$ cat src/rtl/fetch_byte_queue.sv
// Byte ring between instruction memory and the x86 decoder.
// Ports: clk/rstn, flush/flush_pc, mem_req/addr/ack/rdata, win_*, consume/len.
module fetch_byte_queue #(
    parameter int unsigned FBQ_BYTES = 16,
    parameter int unsigned WIN_BYTES = 15,
    parameter logic [31:0] RESET_PC  = 32'h0
) (
    input  logic                   clk,
    input  logic                   rstn,
    input  logic                   flush,
    input  logic [31:0]            flush_pc,
    output logic                   mem_req,
    output logic [31:0]            mem_addr,
    input  logic                   mem_ack,
    input  logic [31:0]            mem_rdata,
    output logic [8*WIN_BYTES-1:0] win_bytes,
    output logic [3:0]             win_cnt,
    output logic [31:0]            win_pc,
    input  logic                   consume,
    input  logic [3:0]             consume_len
);

    localparam int PW = $clog2(FBQ_BYTES);
    localparam int CW = PW + 1;

    typedef enum logic [1:0] {
        IDLE,
        REQ,
        DRAIN
    } state_t;

    state_t        state;
    logic [7:0]    ring [FBQ_BYTES];
    logic [PW-1:0] head;
    logic [PW-1:0] tail;
    logic [CW-1:0] count;
    logic [31:0]   fetch_pc;

    logic [1:0]    off;
    logic [2:0]    n;
    logic          wr;
    logic          cons_ok;
    logic          do_cons;
    logic [CW-1:0] cons_amt;
    logic [CW-1:0] wr_amt;
    logic [CW-1:0] count_nxt;
    logic [CW-1:0] free_now;
    logic [CW-1:0] free_nxt;
    logic          room_now;
    logic          room_nxt;

    // A misaligned fetch PC only delivers the upper bytes of the word.
    assign off = fetch_pc[1:0];
    assign n   = 3'd4 - {1'b0, off};
    assign wr  = (state == REQ) && mem_ack && !flush;

    assign cons_ok  = consume && (consume_len != 4'd0) &&
                      (consume_len <= win_cnt);
    assign do_cons  = cons_ok && !flush;
    assign cons_amt = do_cons ? CW'(consume_len) : '0;
    assign wr_amt   = wr ? CW'(n) : '0;

    assign count_nxt = count - cons_amt + wr_amt;
    assign free_now  = CW'(FBQ_BYTES) - count;
    assign free_nxt  = CW'(FBQ_BYTES) - count_nxt;
    assign room_now  = free_now >= CW'(4);
    assign room_nxt  = free_nxt >= CW'(4);

    assign win_cnt = (count > CW'(WIN_BYTES)) ? 4'(WIN_BYTES) : 4'(count);

    always_comb begin
        win_bytes = '0;
        for (int i = 0; i < WIN_BYTES; i++) begin
            if (4'(i) < win_cnt) begin
                win_bytes[8*i +: 8] = ring[head + PW'(i)];
            end
        end
    end

    // Ring contents need no reset: win_cnt masks anything not yet written.
    always_ff @(posedge clk) begin
        if (rstn && wr) begin
            for (int k = 0; k < 4; k++) begin
                if (2'(k) >= off) begin
                    ring[tail + PW'(k) - PW'(off)] <= mem_rdata[8*k +: 8];
                end
            end
        end
    end

    always_ff @(posedge clk) begin
        if (!rstn) begin
            state    <= IDLE;
            head     <= '0;
            tail     <= '0;
            count    <= '0;
            mem_req  <= 1'b0;
            mem_addr <= '0;
            win_pc   <= RESET_PC;
            fetch_pc <= RESET_PC;
        end else if (flush) begin
            head     <= '0;
            tail     <= '0;
            count    <= '0;
            win_pc   <= flush_pc;
            fetch_pc <= flush_pc;
            unique case (state)
                REQ: begin
                    // An unacked request must still be drained before
                    // the redirected fetch can go out.
                    if (mem_ack) begin
                        mem_addr <= {flush_pc[31:2], 2'b00};
                    end else begin
                        state <= DRAIN;
                    end
                end
                DRAIN: begin
                    if (mem_ack) begin
                        state    <= REQ;
                        mem_addr <= {flush_pc[31:2], 2'b00};
                    end
                end
                default: begin
                    state    <= REQ;
                    mem_req  <= 1'b1;
                    mem_addr <= {flush_pc[31:2], 2'b00};
                end
            endcase
        end else begin
            count <= count_nxt;
            if (do_cons) begin
                head   <= head + PW'(consume_len);
                win_pc <= win_pc + 32'(consume_len);
            end
            if (wr) begin
                tail <= tail + PW'(n);
            end
            unique case (state)
                IDLE: begin
                    if (room_now) begin
                        state    <= REQ;
                        mem_req  <= 1'b1;
                        mem_addr <= {fetch_pc[31:2], 2'b00};
                    end
                end
                REQ: begin
                    if (mem_ack) begin
                        fetch_pc <= mem_addr + 32'd4;
                        if (room_nxt) begin
                            mem_addr <= mem_addr + 32'd4;
                        end else begin
                            state   <= IDLE;
                            mem_req <= 1'b0;
                        end
                    end
                end
                DRAIN: begin
                    if (mem_ack) begin
                        state    <= REQ;
                        mem_addr <= {fetch_pc[31:2], 2'b00};
                    end
                end
                default: begin
                    state   <= IDLE;
                    mem_req <= 1'b0;
                end
            endcase
        end
    end

    consume_legal: assert property (
        @(posedge clk) disable iff (!rstn)
        consume |-> (consume_len != 4'd0 && consume_len <= win_cnt)
    );

endmodule

$ cat config.mk
export PLATFORM = sky130hd
export DESIGN_NAME = fetch_byte_queue
export DESIGN_NICKNAME = d
export VERILOG_FILES = /design/src/rtl/fetch_byte_queue.sv
export SDC_FILE = /design/constraint.sdc
export NUM_CORES = 1
export LEC_CHECK = 0
export BUFFER_PORTS_ARGS = -buffer_cell sky130_fd_sc_hd__buf_2
export CAP_MARGIN = 30
export CELL_PAD_IN_SITES_DETAIL_PLACEMENT = 0
export CELL_PAD_IN_SITES_GLOBAL_PLACEMENT = 1
export CORE_ASPECT_RATIO = 0.9
export CORE_MARGIN = 3
export CORE_UTILIZATION = 41
export DETAILED_ROUTE_END_ITERATION = 10
export HOLD_SLACK_MARGIN = 0.06
export PLACE_DENSITY_LB_ADDON = 0.1
export SETUP_SLACK_MARGIN = 0.1
export SYNTH_ARGS = -nofsm -noshare
export SYNTH_HDL_FRONTEND = slang
export SYNTH_SLANG_ARGS = --single-unit
$ cat constraint.sdc
create_clock -name clk -period 8.91 [get_ports clk]
set_input_delay 1.782 -clock clk [delete_from_list [all_inputs] [get_ports clk]]
set_output_delay 1.782 -clock clk [all_outputs]
set_load 0.005 [all_outputs]
# Word level (Yosys, flattened, before mapping)
# Memory sizes are Yosys's and may differ from the RTL's. A register that Yosys moved wholly into a read port is not among the register bits.
# Cells that the tools add are included.
# word_totals
output_inout_bits	189
n_memories	1
word_cells	152
ff_bits	112
ram_bits	128
# classes
n_mux	59
n_eq_ne	11
order_cmp	23
n_reduce_logical	19
bitwise	1
addsub	30
# mem_list
memory	words	word_bits	rd	rd_ports_with_merged_regs	write_ports	line	rtl
ring	16	8	15	1	4	33	logic [7:0] ring [FBQ_BYTES];
# ops
operator	count
$mux W32	12
$mux W8	15
$pmux W32 S3	1
$add A32 B3 Y32 const B	1
$add A32 B4 Y32	1
$add A4 B4 Y4 const B	7
$lt A4 B4 Y1 const A	7
$ne A3 B3 Y1 const B	6
$mux W1	17
$add A4 B2 Y4 const B	4
$add A4 B3 Y4 const B	4
$lt A3 B4 Y1 const A	4
$mux W4	4
$sub A4 B2 Y4	4
$mux W2	6
$ge A5 B3 Y1 const B	2
$sub A5 B5 Y5 const A	2
$add A4 B1 Y4 const B	2
$lt A1 B4 Y1 const A	2
$lt A2 B4 Y1 const A	2
$reduce_bool A4 Y1	2
$logic_and A1 B1 Y1	6
$pmux W2 S3	1
$reduce_and A6 Y1	1
24 further kinds	30

# Logic depth before layout (Yosys ltp)
# Gate-level depths: netlist (run 1).
# logic_depth
word_depth	14
mapped_depth	26

# Worst setup path after synthesis (run 1)
# No wires, ideal clock.
# synth_path
path_type	input to register
startpoint	input port consume_len[1]
endpoint	register mem_addr[28]
stages	18
t_arrival_ps	5756
path_slack_ps	3037
n_path_buf	2
setup_time_ps	118
path_cell_list	ha_1 maj3_2 a221oi_4 o21ai_1 nor2_1 nand2_1 fa_1 inv_1 fa_1 nand2b_1 a21oi_1 xnor2_1 mux2i_1 o21a_1 buf_4 buf_2 o211ai_1 o2111a_1
# synth_between
elab_chain_len	11
word_cells_on_any_way	12
# synth_rtl
item	line	rtl
start: declaration	20	input logic [3:0] consume_len
branches (longest 4 deep; another with $le A4 B4 Y1)	-	
$mux W4 *	60	assign cons_amt = do_cons ? CW'(consume_len) : '0;
$sub A5 B4 Y5 *	63	assign count_nxt = count - cons_amt + wr_amt;
$add A5 B3 Y5 *	63	
$sub A5 B5 Y5 *	65	assign free_nxt = CW'(FBQ_BYTES) - count_nxt;
$ge A5 B3 Y1 *	67	assign room_nxt = free_nxt >= CW'(4);
$ne A3 B3 Y1 (no source line) *	-	
$reduce_and A6 Y1 (no source line) *	-	
end signal: assignment	112	mem_addr <= {flush_pc[31:2], 2'b00};
end signal: assignment	120	mem_addr <= {flush_pc[31:2], 2'b00};
end signal: assignment	126	mem_addr <= {flush_pc[31:2], 2'b00};
end: declaration	13	output logic [31:0] mem_addr,
# Mark *: on every way between the ends.
# A chain may end at the register's enable or synchronous reset.

# Worst setup path after layout (run 1)
# layout_path
startpoint	input port consume_len[1]
endpoint	register mem_addr[26]
# Same word-level chain as after synthesis.

==> results of run 1 <==
[power by group through the flow]
stage,Sequential [W],Combinational [W],Clock (W)
floorplan,0.00140,0.00151,0
global route,0.00147,0.00248,0.00139
detailed placement,0.00147,0.00227,0
finish,0.00145,0.00229,0.00134
CTS,0.00145,0.00228,0.00135
global placement,0.00147,0.00225,0
[layer usage]
metal | global-route usage, % | vias up
met3 | 7.71 | 200
met2 | 45.4 | 1315
li1 | - | 9172
met4 | 10.7 | 4
met5 | 0 | -
met1 | 46.6 | 10500
[stage by stage]
step	cell area [µm²]	util (%)	std cells	hold slack (ps)	setup slack [ps]
6_report	26100	46.6	3256	479	2540
4_1_cts	26000	46.6	3250	488	2560
2_1_floorplan	23300	-	2342	447	3040
5_1_grt	26100	46.6	3256	516	2160
3_5_place_dp	25000	44.7	3195	476	1960
3_3_place_gp	24900	44.6	3187	463	2050
[cells in the final DEF, fill, tap and decap left out, types with 52 or more instances in the layout]
master / count
buf_2: 260
nor2_1: 250
mux4_2: 232
nand2_1: 183
mux2i_1: 158
a21oi_1: 146
edfxtp_1: 128
mux2_2: 112
dfxtp_1: 111
a211oi_1: 108
o21ai_0: 95
nor2b_1: 61
inv_1: 52
[sequential cells by signal, summed over array words and instances, names as in the netlist, named ones only]
signal and cells:
count 5, mem_addr 30, ring 128, head 4, state 2, tail 4
win_pc 32, fetch_pc 32, mem_req 1
[logic make-up after synthesis]
kind of cell / Yosys count / share of synthesized area (%)
adder cells (fa/ha/maj): 52 / 3.11
AO/OA/AOI/OAI: 502 / 13.6
flip-flops: 242 / 26.3
multiplexers: 502 / 34.7
XOR/XNOR: 81 / 3.16
AND/OR/NAND/NOR: 704 / 14.5
other: 1 / 0.0161
buffers and inverters: 257 / 4.60
[final cells by class]
cell class | instances | area share, %
Clock buffer | 34 | 2.94
Clock inverter | 21 | 1.09
Inverter | 56 | 0.806
Multi-Input combinational cell | 1843 | 61.8
Sequential cell | 242 | 23.5
Tap cell | 756 | 3.63
Timing Repair Buffer | 304 | 6.27
[worst max-delay path by stage]
stage / startpoint / end / cells after the start
finish: consume_len[1] / mem_addr[26] / 20
floorplan: consume_len[1] / mem_addr[28] / 18
global route: consume_len[3] / mem_addr[5] / 21
global placement: consume_len[1] / mem_addr[26] / 20
detailed placement: consume_len[1] / mem_addr[26] / 20
CTS: consume_len[1] / mem_addr[26] / 20
[worst reg2reg max path, delay by kind of cell, from the launching register on]
family          cells  cell delay [ps]
flops               1              630
buf+inv             5              960
fa+ha+maj           3             1340
simple gates        6             1210
mux                 1              240
compound gates      6             1520
xor+xnor            1              210
==> flow_summary.toml, run 1 <==
[outcome]
status = "finished, final reports clean"

[worst_hold_path]
hp-class = "flip-flop to flip-flop"
whs_path_depth = 2
worstHoldEndpoint = "state[1]"
hp-start = "state[1]"

[timing]
worst_pin_slew_ps = 1090
setup_viol = 0
skew_ps = 25.7
relSlewSlack_pct = 27.4
rsz0062_at_grt = "no"
min_period_ps = 6370
fmax_mhz = 157
hold_viol = 0
slew_violations = 0
fin_tns_setup_ps = 0
period_share_pct = 71.5

[pwr]
pwr-share-clk_pct = 26.3
sw_frac_of_total_pct = 40.1
seqPwrFrac_pct = 28.6
p_comb_share_pct = 45.1
p_per_area_nw_per_um2 = 195
internal_power_w = 0.00304
p_leak_nw = 9.64
p_sw_w = 0.00204
total_power_w = 0.00508
ir_drop_uv = 149

[yosys]
synth_commonest_cells = "nor2_1 (250), mux4_2 (232), nand2_1 (183)"
ys_warn_count = 0
ys_types = 81
avgSynthCellArea_um2 = 9.94
netlist_instances = 2341
ys_top_cells_by_area = "mux4_2 (22%), edfxtp_1 (17%), dfxtp_1 (9.8%)"
yosysTopAreaCell = "mux4_2"
async_flop_share_pct = 0
yosys.cell_count.top_type = "nor2_1"
synth_edf_count = 128
yosysTopAreaCellShare_pct = 22.5
ys_seq_area_share_pct = 26.3
synthFlopType = "edfxtp_1"
postSynthRegisterBits = 242
netlist_area_um2 = 23300

[critical_path]
critPathLaunchType = "primary input"
critPathKind = "primary input to flip-flop"
reg2reg_to = "mem_addr[26]"
cpMaxStageDelayCell = "o21a_1"
crit_chain = "buf_2, ha_1, maj3_2, a221oi_4, o21ai_1, buf_4, nor2_1, nand2_1, fa_1, inv_1, fa_1, nand2b_1, a21oi_1, xnor2_1, mux2i_1, buf_4, o21a_1, buf_4, a21oi_1, a311oi_1"
required_ps = 9400
crit_buf_inv = 5
crit_fanout = 20
crit_family = "compound AO/OA/AOI/OAI gates"
crit_path_max_incr_delay_ps = 710
worstRegToRegCells = 22
r2r_start = "count[4]"
r2r_slack_ps = 2720
critical_path_arrival_ps = 6860
path_common_cell = "buf_4"
endpoint_kind = "flip-flop"

[drt]
drtPass1Iterations = 5
wl_met3_um = 11100
wl_per_cell_um = 29.8
met2WireLength_um = 40300
m1WireLength_um = 41800
drt-total-wl_um = 97100
route.antenna.remaining_nets = 0
route.detailed.drc = 0
top_layer = "met5"
via_count = 21200
viasPerCell = 6.51
drtIter0Drc = 2282

[clock_network]
insertion_delay_ps = 600
cts_inserted_buffers = 30
cts_root_buffer = "clkbuf_16"
cts_htree_levels = 1
post_cts_resized = 0
clockBufferDepth = 3
clock-sinks = 242
postCtsSetupRepairBufs = 0
path_clk_slew_ps = 60
cts_tree = "built"
cts.hold.buffers_added = 0

[finish]
drive_gt1_share_pct = 29.8
fillers = 5266
area_growth_pct = 12.1
antenna_cells = 0
finalNetCount = 2601
multiInputGateArea_um2 = 16100
ff_latch_area_um2 = 6130

[floorplan]
die_y_um = 232
die_area_um2 = 59700
ioPinCount = 262
start_util_pct = 41.6
rows = 82
die_w_um = 257
coreArea_um2 = 55900

[global_route]
grt_pass1_wl_um = 140000
antenna_found_initial = 5
grt_pass1_vias = 19500
grt_max_degree = 64
grtUsageTotal_pct = 31.7
grt-ovfl-total = 0

[job]
drv_cap = 0

[placed_design]
port_buffers = 259
hpwlAfterDp_um = 72500
gp_congestion = 0.981
Note: power is estimated with default switching activity, not from simulation.
==> run 2, diff against run 1 <==
- clock period: 8.91 -> 5.75 ns (I/O delays scaled with it)
==> flow_summary.toml, run 2 (same netlist as run 1, synthesis figures left out) <==
[floorplan]
die_area_um2 = 59700
die_y_um = 232
coreArea_um2 = 55900
rows = 82
ioPinCount = 262
die_w_um = 257
start_util_pct = 41.6

[placed_design]
placedCellCount = 3216
hpwlAfterDp_um = 72200
gp_congestion = 0.984
port_buffers = 259

[drt]
drt-total-wl_um = 95700
via_count = 20900
drtIter0Drc = 2934
viasPerCell = 6.40
route.detailed.drc = 0
wl_per_cell_um = 29.3
drtPass1Iterations = 5
route.antenna.remaining_nets = 0

[clock_network]
cts_htree_levels = 1
cts_tree = "built"
clockBufferDepth = 3
cts_inserted_buffers = 29
cts_root_buffer = "clkbuf_16"
path_clk_slew_ps = 60
cts.hold.buffers_added = 0
clock-sinks = 242
insertion_delay_ps = 590

[critical_path]
critPathLaunchType = "flip-flop"
crit_fanout = 22
critical_path_arrival_ps = 5820
critPathKind = "flip-flop to flip-flop"
endpoint_kind = "flip-flop"
required_ps = 6240

[timing]
setup_viol = 0
min_period_ps = 5330
skew_ps = 40.2
period_share_pct = 92.6
rsz0062_at_grt = "yes"
whs_ps = 484
relSlewSlack_pct = 28.0
slew_violations = 0
worst_pin_slew_ps = 1080
hold_viol = 0
fmax_mhz = 188

[outcome]
status = "finished, final reports clean"

[finish]
area_growth_pct = 12.2
reg.largest.list = "ring: 128 flops, fetch_pc: 32 flops, win_pc: 32 flops"
final_cell_count_no_fill = 3270
largest_register_ffs = 128
post-route-util_pct = 46.7
top_register = "ring"
drive_gt1_share_pct = 30.0
finalNetCount = 2616
final_cell_mix = "buf_2 (260), nor2_1 (250), mux4_2 (232)"
layout_commonest_cell = "buf_2"
fillers = 5275

[job]
drv_cap = 0

[global_route]
antenna_found_initial = 2
grt-ovfl-total = 0
grt_pass1_vias = 19400
grt_pass1_wl_um = 138000
grtUsageTotal_pct = 31.2
grt_max_degree = 136

[pwr]
p_per_area_nw_per_um2 = 297
p_leak_nw = 9.67
ir_drop_uv = 247

[worst_hold_path]
hp-class = "flip-flop to flip-flop"
## run 2: worst paths after layout
| kind | depth (start not counted) | startpoint | slack, ps | to |
|---|---|---|---|---|
| setup / recovery | 20 | count[4] | 420 | mem_addr[26] |
| hold / removal | 2 | fetch_pc[3] | 480 | fetch_pc[3] |
| setup reg to reg | 20 | count[4] | 420 | mem_addr[26] |
| hold reg to reg | 2 | fetch_pc[3] | 480 | fetch_pc[3] |
## run 2: timing repair
action                                  in CTS  in global routing
endpoints found under the setup margin       0                  8
endpoints found under the hold margin        0                  0
resized for setup                            0                  2
setup buffers                                0                  0
## run 2: report_power, final
part | total (W) | switching, W | internal (W)
clock network | 0.00184 | 0.000778 | 0.00106
registers | 0.00224 | 0.000263 | 0.00198
logic | 0.00366 | 0.00209 | 0.00157
## run 2: routing by layer
metal | GRT usage [%] | share of wire (%)
met5 | 0 | 0.014
met4 | 8.96 | 3.1
met3 | 5.96 | 11
met2 | 45.6 | 42
met1 | 46.9 | 44
## run 2: layout make-up
class / instances / area [µm²] / area share, %
inverter: 56 / 210 / 0.805
timing repair buffer: 320 / 1780 / 6.81
clock inverter: 18 / 175 / 0.671
clock buffer: 34 / 744 / 2.85
tap: 756 / 946 / 3.62
sequential: 242 / 6130 / 23.5
multi-input combinational: 1843 / 16100 / 61.7
antenna: 1 / 2.50 / 0.00959
## run 2: per-stage QoR
stage               setup TNS (ps)  cell area, µm²  power [W]  setup WS, ps
floorplan                        0           23300    0.00452           509
global placement                 0           25100    0.00583          75.2
detailed placement           -24.1           25200    0.00589         -23.8
CTS                              0           26100    0.00773           412
global route                     0           26100    0.00813          86.2
finish                           0           26100    0.00774           425
## run 2: worst max-delay path, stage by stage (launching register included)
cell      delay, ps
dfxtp_1         570
or2_2           220
inv_1            40
ha_1            170
maj3_2          330
a221oi_4        300
o21ai_1         160
nor2_1          170
nand2_1         100
fa_1            560
inv_1            70
fa_1            450
nand2b_1        160
a21oi_1         150
xnor2_1         220
mux2i_2         470
buf_4           260
o21a_1          180
buf_4           290
a21oi_1         100
a311oi_1        250
==> run 3, diff against run 2 <==
- CORE_UTILIZATION: 41 -> 33
==> flow_summary.toml, run 3 (same netlist as run 1, synthesis figures left out) <==
[global_route]
grt_pass1_wl_um = 145000
grt_pass1_vias = 19200
grtUsageTotal_pct = 26.8
grt_max_degree = 136
grtUsageMet1_pct = 41.3
antenna_found_initial = 10
grt-ovfl-total = 0
use_met2_pct = 38.7
met3_usage_pct = 4.78
top_usage_layer = "met1"

[critical_path]
reg2reg_to = "mem_addr[13]"
worstRegToRegCells = 21
critPathLaunchType = "flip-flop"
crit_fanout = 28
required_ps = 4600
crit_path_max_incr_delay_ps = 890
crit_buf_inv = 3
crit_family = "multiplexers"
crit_chain = "inv_1, ha_2, buf_4, mux4_2, mux4_2, nor2b_1, buf_2"
r2r_start = "count[4]"
critPathKind = "flip-flop to output port"
critical_path_arrival_ps = 4060
endpoint_kind = "output port"
path_common_cell = "mux4_2"
path_depth = 7
cpMaxStageDelayCell = "ha_2"
r2r_slack_ps = 760

[clock_network]
postCtsSetupRepairBufs = 0
cts_tree = "built"
cts_htree_levels = 1
post_cts_resized = 0
cts_inserted_buffers = 30
clock-sinks = 242
cts.hold.buffers_added = 0
cts_root_buffer = "clkbuf_16"
path_clk_slew_ps = 70
clockBufferDepth = 3
insertion_delay_ps = 610

[timing]
worst_pin_slew_ps = 1070
relSlewSlack_pct = 27.8
rsz0062_at_grt = "no"
whs_ps = 485
slew_violations = 0
fin_ws_ps = 541
setup_viol = 0
fmax_mhz = 192
skew_ps = 48.3
period_share_pct = 90.6
hold_viol = 0
fin_tns_setup_ps = 0
min_period_ps = 5210

[floorplan]
die_w_um = 286
ioPinCount = 262
rows = 91
coreArea_um2 = 69200
start_util_pct = 33.6
die_area_um2 = 73700
die_y_um = 258

[pwr]
ir_drop_uv = 179
p_leak_nw = 9.80
p_per_area_nw_per_um2 = 302

[outcome]
status = "finished, final reports clean"

[finish]
area_growth_pct = 14.1
reg.largest.list = "ring: 128 flops, fetch_pc: 32 flops, win_pc: 32 flops"
largest_register_ffs = 128
design_area_um2 = 26600
layout_commonest_cell = "buf_2"
finalNetCount = 2629
final_cell_count_no_fill = 3463
top_register = "ring"
drive_gt1_share_pct = 30.7
final_cell_mix = "buf_2 (261), nor2_1 (250), mux4_2 (232)"

[drt]
drtIter0Drc = 2500
via_count = 20900
drt-total-wl_um = 102000
route.antenna.remaining_nets = 0
wl_per_cell_um = 29.6
drtPass1Iterations = 5
route.detailed.drc = 0
viasPerCell = 6.04

[job]
drv_cap = 0

[placed_design]
pre_cts_ws_ps = 270
hpwlAfterDp_um = 78600
gp_congestion = 0.939
placed_cell_area_um2 = 25500
placedCellCount = 3400
port_buffers = 259

[worst_hold_path]
hp-class = "flip-flop to flip-flop"
hp-start = "state[1]"
worstHoldEndpoint = "state[1]"
whs_path_depth = 2
## run 3: cell count changes in the layout (fill, tap and decap cells not counted), sizes merged
cell	previous run	this run
diode	1	4
clkinvlp	2	3
bufinv	3	5
buf	320	332
inv	57	59
clkbuf	34	33
## run 3: layout make-up
cell class	count	area (µm²)
fill	6964	42700
clock inverter	23	284
tap	930	1160
antenna	4	10.0
timing repair buffer	332	1880
sequential	242	6130
multi-input combinational	1843	16100
clock buffer	33	772
inverter	56	210
## run 3: worst max path at each step
stage               endpoint            from
5_1_grt        win_bytes[11]         head[1]
3_5_place_dp    mem_addr[21]  consume_len[1]
6_report       win_bytes[11]         head[1]
3_3_place_gp    mem_addr[13]  consume_len[1]
4_1_cts        win_bytes[11]         head[1]
2_1_floorplan   mem_addr[28]  consume_len[1]
## run 3: metal layers
metal,routed length (µm),part of all wire [%]
met5,13,0.013
met4,2550,2.5
met2,43300,42
met3,9560,9.3
met1,47000,46
## run 3: where the power goes
group          switching [W]  internal, W  leakage (nW)
registers           0.000278      0.00198          2.09
clock network       0.000852      0.00120         0.512
logic                0.00211      0.00159          7.20
total                0.00324      0.00477          9.80
## run 3: worst register-to-register path, stage by stage (launching register included)
cell and delay, ps:
dfxtp_1 560, or2_2 200, inv_1 50, ha_1 330, nand2_1 70, a21oi_1 250, and2_1 210, o21ai_1 100
nor2_1 190, nand2_1 110, fa_1 550, inv_1 70, fa_1 440, nand2b_1 160, a21oi_1 150, xnor2_1 190
mux2i_1 230, buf_4 240, o21a_1 250, buf_12 170, o21ai_0 100, a32o_1 280
## run 3: through the flow
step | util (%) | total power (W)
floorplan | - | 0.00452
global placement | 36.7 | 0.00594
detailed placement | 36.8 | 0.00598
CTS | 38.3 | 0.00804
global route | 38.4 | 0.00844
finish | 38.4 | 0.00802
